[src/rtl/life_gen_sequencer.sv]
// ---------------------------------------------------------------------------
// life_gen_sequencer
//
// Owns the 8x8 Game-of-Life grid shown on the LED matrix. On each frame tick
// it walks the 64 cells one per clock through a single shared neighbour-count
// datapath, building the next generation in a separate buffer. The new
// generation is committed only while the LED driver is idle, so the displayed
// grid never changes in the middle of a shift-out.
//
// Cell addressing: bit index = row*8 + col, row = idx[5:3], col = idx[2:0].
//
// Parameters:
//   SEED    grid value after reset
//   WRAP    1 = toroidal edges, 0 = cells outside the 8x8 area are dead
//   DROP_W  width of the saturating dropped-tick counter
//
// Ports:
//   clk           system clock
//   rst_n         asynchronous active-low reset
//   frame_tick    one-cycle pulse requesting the next generation
//   load_valid    request to overwrite the grid with load_grid (IDLE only)
//   load_grid     seed pattern to load
//   load_ready    high while a load would be accepted (state IDLE)
//   display_busy  LED driver is shifting out grid; commit must wait
//   grid          currently displayed generation
//   busy          high while computing or waiting to commit
//   gen_done      one-cycle pulse on the commit edge
//   gen_count     generations since reset/load, wraps at 16 bits
//   stable        last committed generation equalled its predecessor
//   dropped       frame ticks ignored (busy or pre-empted by a load), saturating
// ---------------------------------------------------------------------------
`timescale 1ns/1ps

module life_gen_sequencer #(
   parameter logic [63:0] SEED   = 64'h0000_0000_0000_0E00,
   parameter bit          WRAP   = 1'b1,
   parameter int          DROP_W = 8
) (
   input  logic              clk,
   input  logic              rst_n,
   input  logic              frame_tick,
   input  logic              load_valid,
   input  logic [63:0]       load_grid,
   output logic              load_ready,
   input  logic              display_busy,
   output logic [63:0]       grid,
   output logic              busy,
   output logic              gen_done,
   output logic [15:0]       gen_count,
   output logic              stable,
   output logic [DROP_W-1:0] dropped
);

   typedef enum logic [1:0] {
      ST_IDLE    = 2'd0,
      ST_COMPUTE = 2'd1,
      ST_COMMIT  = 2'd2
   } state_e;

   state_e              state_q,     state_d;
   logic [5:0]          idx_q,       idx_d;
   logic [63:0]         grid_q,      grid_d;
   logic [63:0]         next_q,      next_d;
   logic [15:0]         gen_count_q, gen_count_d;
   logic                stable_q,    stable_d;
   logic [DROP_W-1:0]   dropped_q,   dropped_d;
   logic                gen_done_q,  gen_done_d;
   logic                busy_q,      busy_d;

   logic [3:0]          nbr_cnt;
   logic                next_bit;
   logic                drop_tick;

   // ------------------------------------------------------------------------
   // Shared neighbour-count datapath for the cell selected by idx_q. Counts
   // always come from the committed grid, never from the partially built
   // next buffer, so every cell sees the same previous generation.
   // ------------------------------------------------------------------------
   always_comb begin
      logic [2:0] row;
      logic [2:0] col;
      logic [2:0] nr;
      logic [2:0] nc;
      logic       in_area;

      // NOTE: every variable assigned in a combinational block gets a default
      // at the top; a path that leaves one unassigned would infer a latch.
      nbr_cnt = 4'd0;
      row     = idx_q[5:3];
      col     = idx_q[2:0];
      nr      = 3'd0;
      nc      = 3'd0;
      in_area = 1'b0;

      for (int dr = -1; dr <= 1; dr++) begin
         for (int dc = -1; dc <= 1; dc++) begin
            if (!(dr == 0 && dc == 0)) begin
               // 3-bit addition wraps modulo 8, which is exactly the toroidal
               // neighbour; without WRAP the edge-crossing cases are masked.
               nr = row + 3'(dr);
               nc = col + 3'(dc);
               in_area = WRAP ||
                         (!(dr == -1 && row == 3'd0) && !(dr == 1 && row == 3'd7) &&
                          !(dc == -1 && col == 3'd0) && !(dc == 1 && col == 3'd7));
               if (in_area) begin
                  nbr_cnt = nbr_cnt + 4'(grid_q[{nr, nc}]);
               end
            end
         end
      end

      // B3/S23: birth on exactly 3, survival on 2 or 3.
      next_bit = (nbr_cnt == 4'd3) || (grid_q[idx_q] && nbr_cnt == 4'd2);
   end

   // ------------------------------------------------------------------------
   // Next-state and datapath control.
   // ------------------------------------------------------------------------
   always_comb begin
      state_d     = state_q;
      idx_d       = idx_q;
      grid_d      = grid_q;
      next_d      = next_q;
      gen_count_d = gen_count_q;
      stable_d    = stable_q;
      dropped_d   = dropped_q;
      gen_done_d  = 1'b0;
      drop_tick   = 1'b0;

      case (state_q)
         ST_IDLE: begin
            if (load_valid) begin
               // A load pre-empts a same-cycle tick; that tick counts as dropped.
               grid_d      = load_grid;
               gen_count_d = 16'd0;
               stable_d    = 1'b0;
               drop_tick   = frame_tick;
            end else if (frame_tick) begin
               idx_d   = 6'd0;
               state_d = ST_COMPUTE;
            end
         end

         ST_COMPUTE: begin
            drop_tick      = frame_tick;
            next_d[idx_q]  = next_bit;
            idx_d          = idx_q + 6'd1;
            if (idx_q == 6'd63) begin
               state_d = ST_COMMIT;
            end
         end

         ST_COMMIT: begin
            drop_tick = frame_tick;
            if (!display_busy) begin
               grid_d      = next_q;
               stable_d    = (next_q == grid_q);
               gen_count_d = gen_count_q + 16'd1;
               gen_done_d  = 1'b1;
               state_d     = ST_IDLE;
            end
         end

         default: begin
            state_d = ST_IDLE;
         end
      endcase

      if (drop_tick && (dropped_q != {DROP_W{1'b1}})) begin
         dropped_d = dropped_q + DROP_W'(1);
      end

      // busy is registered alongside the state so it is glitch-free.
      busy_d = (state_d != ST_IDLE);
   end

   // ------------------------------------------------------------------------
   // State registers. Reset aborts any generation in flight and discards the
   // partial next buffer.
   // ------------------------------------------------------------------------
   // NOTE: sequential state uses non-blocking assignments so every flop
   // samples the pre-edge values regardless of statement order.
   always_ff @(posedge clk or negedge rst_n) begin
      if (!rst_n) begin
         state_q     <= ST_IDLE;
         idx_q       <= 6'd0;
         grid_q      <= SEED;
         next_q      <= 64'd0;
         gen_count_q <= 16'd0;
         stable_q    <= 1'b0;
         dropped_q   <= '0;
         gen_done_q  <= 1'b0;
         busy_q      <= 1'b0;
      end else begin
         state_q     <= state_d;
         idx_q       <= idx_d;
         grid_q      <= grid_d;
         next_q      <= next_d;
         gen_count_q <= gen_count_d;
         stable_q    <= stable_d;
         dropped_q   <= dropped_d;
         gen_done_q  <= gen_done_d;
         busy_q      <= busy_d;
      end
   end

   assign load_ready = (state_q == ST_IDLE);
   assign grid       = grid_q;
   assign busy       = busy_q;
   assign gen_done   = gen_done_q;
   assign gen_count  = gen_count_q;
   assign stable     = stable_q;
   assign dropped    = dropped_q;

endmodule

[config.mk]
export PLATFORM = sky130hd
export DESIGN_NAME = life_gen_sequencer
export DESIGN_NICKNAME = d
export VERILOG_FILES = /design/src/rtl/life_gen_sequencer.sv
export SDC_FILE = /design/constraint.sdc
export NUM_CORES = 1
export LEC_CHECK = 0
export ABC_AREA = 1
export CAP_MARGIN = 40
export CORE_MARGIN = 4
export CORE_UTILIZATION = 55
export DETAILED_ROUTE_END_ITERATION = 8
export GPL_TIMING_DRIVEN = 0
export HOLD_SLACK_MARGIN = 0.08
export PLACE_DENSITY = 0.81
export SYNTH_ARGS = -nofsm -noshare
export SYNTH_HDL_FRONTEND = slang
export SYNTH_SLANG_ARGS = --single-unit
[constraint.sdc]
create_clock -name clk -period 6.6 [get_ports clk]
set_input_delay 0.99 -clock clk [delete_from_list [all_inputs] [get_ports clk]]
set_output_delay 0.99 -clock clk [all_outputs]
set_load 0.02 [all_outputs]
* Word-level counts from Yosys, hierarchy flattened
Index checks and enable logic that the tools add are counted.
Word-level totals: register bits 163, output and inout port bits 92
Cells by class: add/subtract/negate cells 14, magnitude comparators 10, equal/unequal tests 11, mux-type cells 42, reduce and logical (&&, ||, !) cells 11
Operators with widths (count):
- two-way mux 64 bit | 2
- case mux 64 bit (2 select lines) | 1
- bitwise mux 64 bit | 1
- equality test 64 bit | 1
- less-than comparator 6 x 7 -> 1 bit (second input constant) | 9
- binary-select mux 1 bit (select 6 bit) | 9
- two-way mux 16 bit | 2
- case mux 16 bit (2 select lines) | 1
- adder 16 x 1 -> 16 bit (second input constant) | 1
- adder 4 x 1 -> 4 bit | 4
- two-way mux 1 bit | 15
- two-way mux 6 bit | 2
- case mux 6 bit (2 select lines) | 1
- adder 8 x 1 -> 8 bit (second input constant) | 1
- equality test 4 x 2 -> 1 bit (second input constant) | 2
- two-way mux 2 bit | 4
- inequality test 2 bit (second input constant) | 4
- inequality test 8 bit (second input constant) | 1
- adder 3 x 1 -> 3 bit (second input constant) | 2
- adder 3 bit (second input constant) | 2
- adder 6 x 1 -> 6 bit (second input constant) | 1
- demux 1 bit (select 6 bit) | 1
- equality test 6 bit (second input constant) | 1
- >= comparator 6 x 1 -> 1 bit (second input constant) | 1
- 13 further kinds | 19

* Logic depth before layout (Yosys ltp)
Gate-level depths: netlist of run 1.
depth in word-level cells 14, gate-level depth with buffers 28, gate-level depth less buffers 23

* Least setup slack after synthesis of run 1
Ideal clock, no wire load.
path type flip-flop to flip-flop, start point register idx_q[0], end point register next_q[55], setup time 0.066 ns, arrival 5.481 ns, data required time 6.534 ns, setup slack 1.054 ns, stages on the path, launching flop included 28, path buffers 6, clock period less this slack 5.546 ns, cell sequence dfrtp_1 -> buf_4 -> inv_2 -> buf_4 -> buf_2 -> ha_1 -> clkbuf_1 -> inv_1 -> clkbuf_1 -> nand2_1 -> o211ai_1 -> nand3_1 -> nand2_1 -> nand2_1 -> nand3_1 -> nand2_1 -> fa_1 -> inv_1 -> fa_1 -> fa_1 -> inv_1 -> ha_1 -> fa_1 -> o21ai_0 -> a21oi_1 -> buf_1 -> nand3_1 -> nand2_1
On the way: longest elaborated chain between the ends 14, elaborated cells on any way between the ends 37, those cells by class 9 x add/sub; 2 x order compare; 2 x eq/ne; 21 x mux; 3 x reduce/logical
Ends and longest elaborated chain:
- start: declaration | RTL line 61 | logic [5:0] idx_q, idx_d;
- start signal: assignment | RTL line 196 | idx_q <= idx_d;
- adder 3 bit | RTL line 101 | nc = col + 3'(dc);
- binary-select mux 1 bit (select 6 bit) | RTL line 106 | nbr_cnt = nbr_cnt + 4'(grid_q[{nr, nc}]);
- two-way mux 1 bit (implied by the code) | RTL line 106
- adder 1 x 1 -> 2 bit | RTL line 106
- adder 2 x 1 -> 3 bit | RTL line 106
- adder 3 x 1 -> 4 bit | RTL line 106
- adder 4 x 1 -> 4 bit (4 in series) | RTL line 106
- equality test 4 x 2 -> 1 bit | RTL line 113 | next_bit = (nbr_cnt == 4'd3) || (grid_q[idx_q] && nbr_cnt == 4'd2);
- logical AND 1 bit | RTL line 113
- logical OR 1 bit | RTL line 113
- bitwise mux 64 bit (*) | RTL line 146 | next_d[idx_q] = next_bit;
- end signal: assignment | RTL line 198 | next_q <= next_d;
- end: declaration | RTL line 63 | logic [63:0] next_q, next_d;
Mark *: on every way between the ends. The rest lies on a longest branch, timed or not. The select of a mux whose other input is x is not followed. A chain may end at the register's enable or synchronous reset.

* Final worst setup path of run 1
start point register idx_q[1], end point register next_q[63]
Same word-level chain as after synthesis.

==> metrics.yaml, run 1 <==
sta:
  drv_slew: 0
  post-route-period-util: 0.9604
  finClkSkew_ps: 11.73
  rsz0062_at_grt: "false"
  relSlewSlack: 0.4095
  worst_slew_pin_slew_ps: 879.0
  layout_min_cycle_time_ps: 6339
  hold_violations: 0
  fmax_ghz: 0.1578
  setup_violations: 0
layout:
  nFillCells: 1661
  fin_util: 0.6927
  diodes: 0
  final_cell_area_um2: 13480
  layout-drive-gt1-share: 0.05624
  area_growth_pct: 23.71
  final-instance-count-excl-fill: 2061
  final_nets: 1869
setup_path:
  cp_max_fo: 10
  crit_path_start_kind: "flop"
  arrival_ps: 6720
  path_class: "reg -> reg"
  cp.required_ps: 6980
  end_kind: "flop"
clock_tree:
  numCtsBuffers: 17
  cts.sinks: 163
  insertion_delay_ps: 440
  ctsHtreeMaxLevel: 4
  ctsHoldBuffers: 0
  cts_tree: "yes"
  path_clk_slew_ps: 70
  clk_path_buf_depth: 2
  root_buffer: "clkbuf_16"
die:
  pin_count: 161
  design.core.area_um2: 19460
  die_width_um: 148.8
  dieArea_um2: 22130
  die_h_um: 148.8
  initial_utilization: 0.5599
  rows: 51
detailed_routing:
  drt-met1-wl_um: 16200
  drc_errors: 0
  top_layer_used: "met4"
  routed-wl-met3_um: 5079
  ant_nets: 0
  drt-total-wl_um: 42630
  viasPerCell: 6.085
  wire_per_inst_um: 20.68
  first_iter_violations: 1612
  met2_length_um: 19310
  vias: 12540
  dr.pass1.iters: 7
job:
  timing.max_cap.violations: 0
synth:
  async_flop_share: 1.000
  ys_top_cells_by_count: "nand2_1 (474), dfrtp_1 (160), nand3_1 (160)"
  synth_seq_cells: 163
  synth.distinct_cells: 40
  ys.flop_type: "dfrtp_1"
  synth_cells: 1601
  syn-num-nets: 1687
  yosysTopAreaCellShare: 0.3674
  netlist_area_um2: 10900
  synthTopCellsByArea: "dfrtp_1 (37%), nand2_1 (16%), nand3_1 (7.3%), o21ai_0 (6.8%), nor2_1 (5.2%)"
  synth.most_common_cell: "nand2_1"
  yosysSeqAreaShare: 0.3746
  yosys_warnings: 0
  yosysTopAreaCell: "dfrtp_1"
  syn_area_per_cell_um2: 6.807
  synth_edf_count: 0
placement:
  place_congestion: 1.009
  portBuffers: 160
  post-place-cells: 2029
  dpl.hpwl_um: 31990
  placed_cell_area_um2: 12880
global_routing:
  grt_max_degree: 118
  grt_pass1_wl_um: 66020
  grt_pass1_vias: 11960
  antenna_found_initial: 0
  grt_use_total: 0.3858
  grt_overflow: 0
hold_path:
  hp-class: "in -> async"
outcome:
  status: "completed"
## stage by stage
| step | setup TNS (ps) | hold slack (ps) | worst slack, ps |
|---|---|---|---|
| 3_3_place_gp | -386410 | 473.5 | -2241 |
| 4_1_cts | 0 | 469.6 | 64.88 |
| 3_5_place_dp | -9674 | 484.6 | -254.9 |
| 6_report | 0 | 428.8 | 261.5 |
| 2_1_floorplan | 0 | 474.6 | 1054 |
| 5_1_grt | 0 | 472.7 | 5.056 |
## per-layer routing
metal / track usage / up-vias
met3: 0.06533 / 167
met5: 0 / -
li1: - / 5634
met4: 0.1803 / 0
met2: 0.6067 / 938
met1: 0.5243 / 5802
## cell usage in the layout (no fill, tap or decap), drive strengths merged, types with 5 or more instances in the layout
master           n
dfrtp          160
a21oi           14
clkbuf          70
clkinv           5
nand3          160
nand2          475
nor3            28
or2              8
inv            160
buf             43
ha              13
o21ai          157
nand4           18
xor2            14
nor2           155
o211ai          60
o22ai           13
a31oi           35
xnor2           23
clkdlybuf4s50  159
## worst paths after layout
path / to / cells after the start / startpoint / slack [ps]
min in group clk: stable / 2 / stable / 500
min reg2reg: stable / 2 / stable / 500
max: next_q[63] / 26 / idx_q[1] / 260
max reg2reg: next_q[63] / 26 / idx_q[1] / 260
max in group asynchronous: grid[7] / 2 / rst_n / 5220
min: grid[45] / 1 / rst_n / 430
## what timing repair did
| action | 4_1_cts | 5_1_grt |
|---|---|---|
| gates cloned | 0 | 0 |
| setup endpoints to repair | 50 | 60 |
| buffers inserted | 0 | 1 |
| gates resized for setup | 4 | 9 |
## worst max-delay path, cell delays in order (launching register included)
cell	delay [ps]
dfrtp_1	460
inv_2	80
clkbuf_1	460
ha_1	340
clkbuf_1	160
inv_1	180
clkbuf_2	280
nand2_1	80
o211ai_1	140
nand3_1	110
nand2_1	160
nand2_1	60
nand3_1	90
nand2_1	80
fa_1	540
inv_1	60
fa_1	510
fa_1	540
inv_1	40
ha_1	210
fa_1	480
o21ai_0	100
a21oi_2	320
buf_4	300
clkbuf_2	260
nand3_1	140
nand2_1	80
## cell families (layout without fill, tap and decap cells)
kind of cell,count (synthesis),after routing,share of synthesized area
simple gates,854,854,0.3262
compound gates,285,285,0.1518
flops,163,163,0.3746
buf+inv,244,439,0.09369
fa+ha+maj,17,17,0.02227
mux,1,1,0.001033
xor+xnor,37,37,0.03042
## state kept, by name, summed over array words and instances, names as in the netlist
name and cells:
state_q 2, idx_q 6, gen_done 1, gen_count 16, busy 1, stable 1
grid 64, dropped 8, next_q 64
## layout make-up
type	instances	area (um^2)	share of cell area
clock buffers	18	429.2	0.03183
clock inverters	14	160.2	0.01188
plain buffers	90	451.7	0.03350
multi-input cells	1194	5798	0.4301
well taps	265	331.6	0.02459
repair buffers	164	1654	0.1227
flip-flops and latches	163	4083	0.3028
inverters	153	574.3	0.04260
Power of run 1 is not shown: default switching activity piles up to over one toggle a cycle in this logic, so the estimate is an artifact.
==> run 2: changes to the inputs <==
--- a/config.mk
+++ b/config.mk
@@ -6,13 +6,12 @@
 export NUM_CORES = 1
 export LEC_CHECK = 0
 export ABC_AREA = 1
-export CAP_MARGIN = 40
-export CORE_MARGIN = 4
 export CORE_UTILIZATION = 55
 export DETAILED_ROUTE_END_ITERATION = 8
 export GPL_TIMING_DRIVEN = 0
 export HOLD_SLACK_MARGIN = 0.08
 export PLACE_DENSITY = 0.81
+export SLEW_MARGIN = 20
 export SYNTH_ARGS = -nofsm -noshare
 export SYNTH_HDL_FRONTEND = slang
 export SYNTH_SLANG_ARGS = --single-unit
==> run 2 against run 1 <==
  * Count of clock-buffer cells in the layout did not move
  * Design area rose by 0.25%
  * The run now ends with design-rule violations left
  * First-iteration DRC count fell by 6.9%
  * Fmax rose by 1.3%
  * Utilization rose by 0.17 points
  * Sequential cell count did not move
  * Register-to-register slack improved by 80 ps
==> metrics.yaml, run 2 (synthesized netlist as in run 1, its figures left out) <==
outcome:
  status: "finished, violations left"  # was completed
  violations: "design-rule violations"
sta:
  hold_violations: 0  # unchanged
  drv_slew: 0  # unchanged
  relSlewSlack: 0.3584  # was 0.4095
  fmax_ghz: 0.1599  # was 0.1578 GHz
  worst_slew_pin_slew_ps: 955.1  # was 879.0 ps
  layout_min_cycle_time_ps: 6255  # was 6339 ps
  rsz0062_at_grt: "false"  # unchanged
  finClkSkew_ps: 13.69  # was 11.73 ps
  setup_violations: 0  # unchanged
  post-route-period-util: 0.9477  # was 0.9604
  fin_hold_ws_ps: 495.5  # was 428.8 ps
layout:
  final_cell_area_um2: 13520  # was 13480 um^2
  final_nets: 1868  # was 1869
  layout_commonest_cell: "nand2_1"  # unchanged
  final_cell_mix: "nand2_1 (474), nand3_1 (160), dfrtp_1 (160), clkdlybuf4s50_1 (159), nor2_1 (151)"  # unchanged
  layout-drive-gt1-share: 0.05630  # was 0.05624
  diodes: 0  # unchanged
  area_growth_pct: 24.02  # was 23.71%
hold_path:
  hp-class: "reg -> reg"  # was in -> async
  min_delay_path_depth: 2
clock_tree:
  numCtsBuffers: 17  # unchanged
  insertion_delay_ps: 450  # was 440 ps
  cts.sinks: 163  # unchanged
  ctsHoldBuffers: 0  # unchanged
  clk_path_buf_depth: 2  # unchanged
  path_clk_slew_ps: 70  # about the same
  root_buffer: "clkbuf_16"  # unchanged
  ctsHtreeMaxLevel: 4  # unchanged
  cts_tree: "yes"  # unchanged
setup_path:
  cp_max_fo: 18  # was 10
  path_delay_family: "adder cells"  # unchanged
  r2r_end: "next_q[63]"  # unchanged
  endpoint: "next_q[63]"  # unchanged
  worst_path_largest_cell_delay_ps: 550  # was 540 ps
  crit_path_start_kind: "flop"  # unchanged
  rrSetupSlack_ps: 350  # was 260 ps
  end_kind: "flop"  # unchanged
  r2r-start: "idx_q[0]"  # was idx_q[1]
  path_class: "reg -> reg"  # unchanged
  slowest_stage: "fa_1"  # unchanged
  cp.required_ps: 6980  # about the same
  cp.depth: 28  # was 26
  crit_start: "idx_q[0]"  # was idx_q[1]
  reg2reg_depth: 28  # was 26
  crit_top_cell: "nand2_1"  # unchanged
  arrival_ps: 6640  # was 6720 ps
  crit_buf_inv: 11  # was 9
die:
  die_h_um: 142.8  # was 148.8 um
  design.core.area_um2: 19460  # unchanged
  initial_utilization: 0.5599  # unchanged
  rows: 51  # unchanged
  die_width_um: 142.8  # was 148.8 um
  dieArea_um2: 20380  # was 22130 um^2
  pin_count: 161  # unchanged
job:
  timing.max_cap.violations: 0  # unchanged
global_routing:
  antenna_found_initial: 0  # unchanged
  grt_pass1_wl_um: 63850  # was 66020 um
  grt_use_total: 0.4197  # was 0.3858
  grt_overflow: 0  # unchanged
  grt_max_degree: 92  # was 118
  grt_pass1_vias: 11740  # was 11960
placement:
  dpl.hpwl_um: 31010  # was 31990 um
  portBuffers: 160  # unchanged
  place_congestion: 1.010  # was 1.009
  placed_cell_area_um2: 12870  # was 12880 um^2
detailed_routing:
  dr.pass1.iters: 9  # was 7
  wire_per_inst_um: 20.19  # was 20.68 um
  drt-total-wl_um: 41580  # was 42630 um
  viasPerCell: 6.091  # was 6.085
  first_iter_violations: 1500  # was 1612
  ant_nets: 0  # unchanged
  drc_errors: 2  # was 0
  vias: 12540  # unchanged
## run 2: cell count changes in the layout (fill, tap and decap cells not counted), sizes merged
cell	previous run	this run
clkbuf	70	69
inv	160	155
clkinv	5	8
bufinv	1	2
## run 2: repair_timing
item / 4_1_cts / 5_1_grt
resized for setup: 2 / 13
buffers inserted: 0 / 2
setup endpoints to repair: 60 / 62
gates cloned: 0 / 0
## run 2: per-layer routing
metal	GRT usage	routed length, um	vias to the layer above
met5	0	0	-
met1	0.5352	15500	5829
met4	0.2343	2473	0
li1	-	-	5634
met2	0.6502	18390	887
met3	0.1073	5213	191
## run 2: metrics by stage
step                      setup TNS, ps  instances  utilization  worst slack, ps
after CTS                             0       2058       0.6928            27.78
final                                 0       2059       0.6944            345.5
after floorplan                       0       1601            -             1054
after detailed placement          -2676       2027       0.6611           -108.8
after global routing                  0       2059       0.6944            24.19
after global placement          -384170       2026       0.6593            -2227
## run 2: cell type report
cell class                 count  area, um^2
fill                        1677        5947
multi-input combinational   1194        5806
sequential                   163        4083
timing repair buffer         163        1662
inverter                     153       574.3
buffer                        90       452.9
clock buffer                  18       439.2
tap                          265       331.6
clock inverter                13       167.7
## run 2: worst min path at each step
| stage | from | end | slack (ps) |
|---|---|---|---|
| floorplan | next_q[23] | next_q[23] | 470 |
| global placement | stable | stable | 470 |
| detailed placement | stable | stable | 480 |
| CTS | stable | stable | 500 |
| global route | dropped[7] | dropped[7] | 540 |
| finish | stable | stable | 500 |
## run 2: worst reg2reg max path: cells and delay by family, from the launching register on
kind / cells / cell delay, ps
adders and majority gates: 6 / 2570
buffers and inverters: 11 / 1960
and+or+nand+nor: 8 / 810
AOI/OAI and AO/OA: 3 / 450
DFF: 1 / 420
Power of run 2 is left out for the same reason.
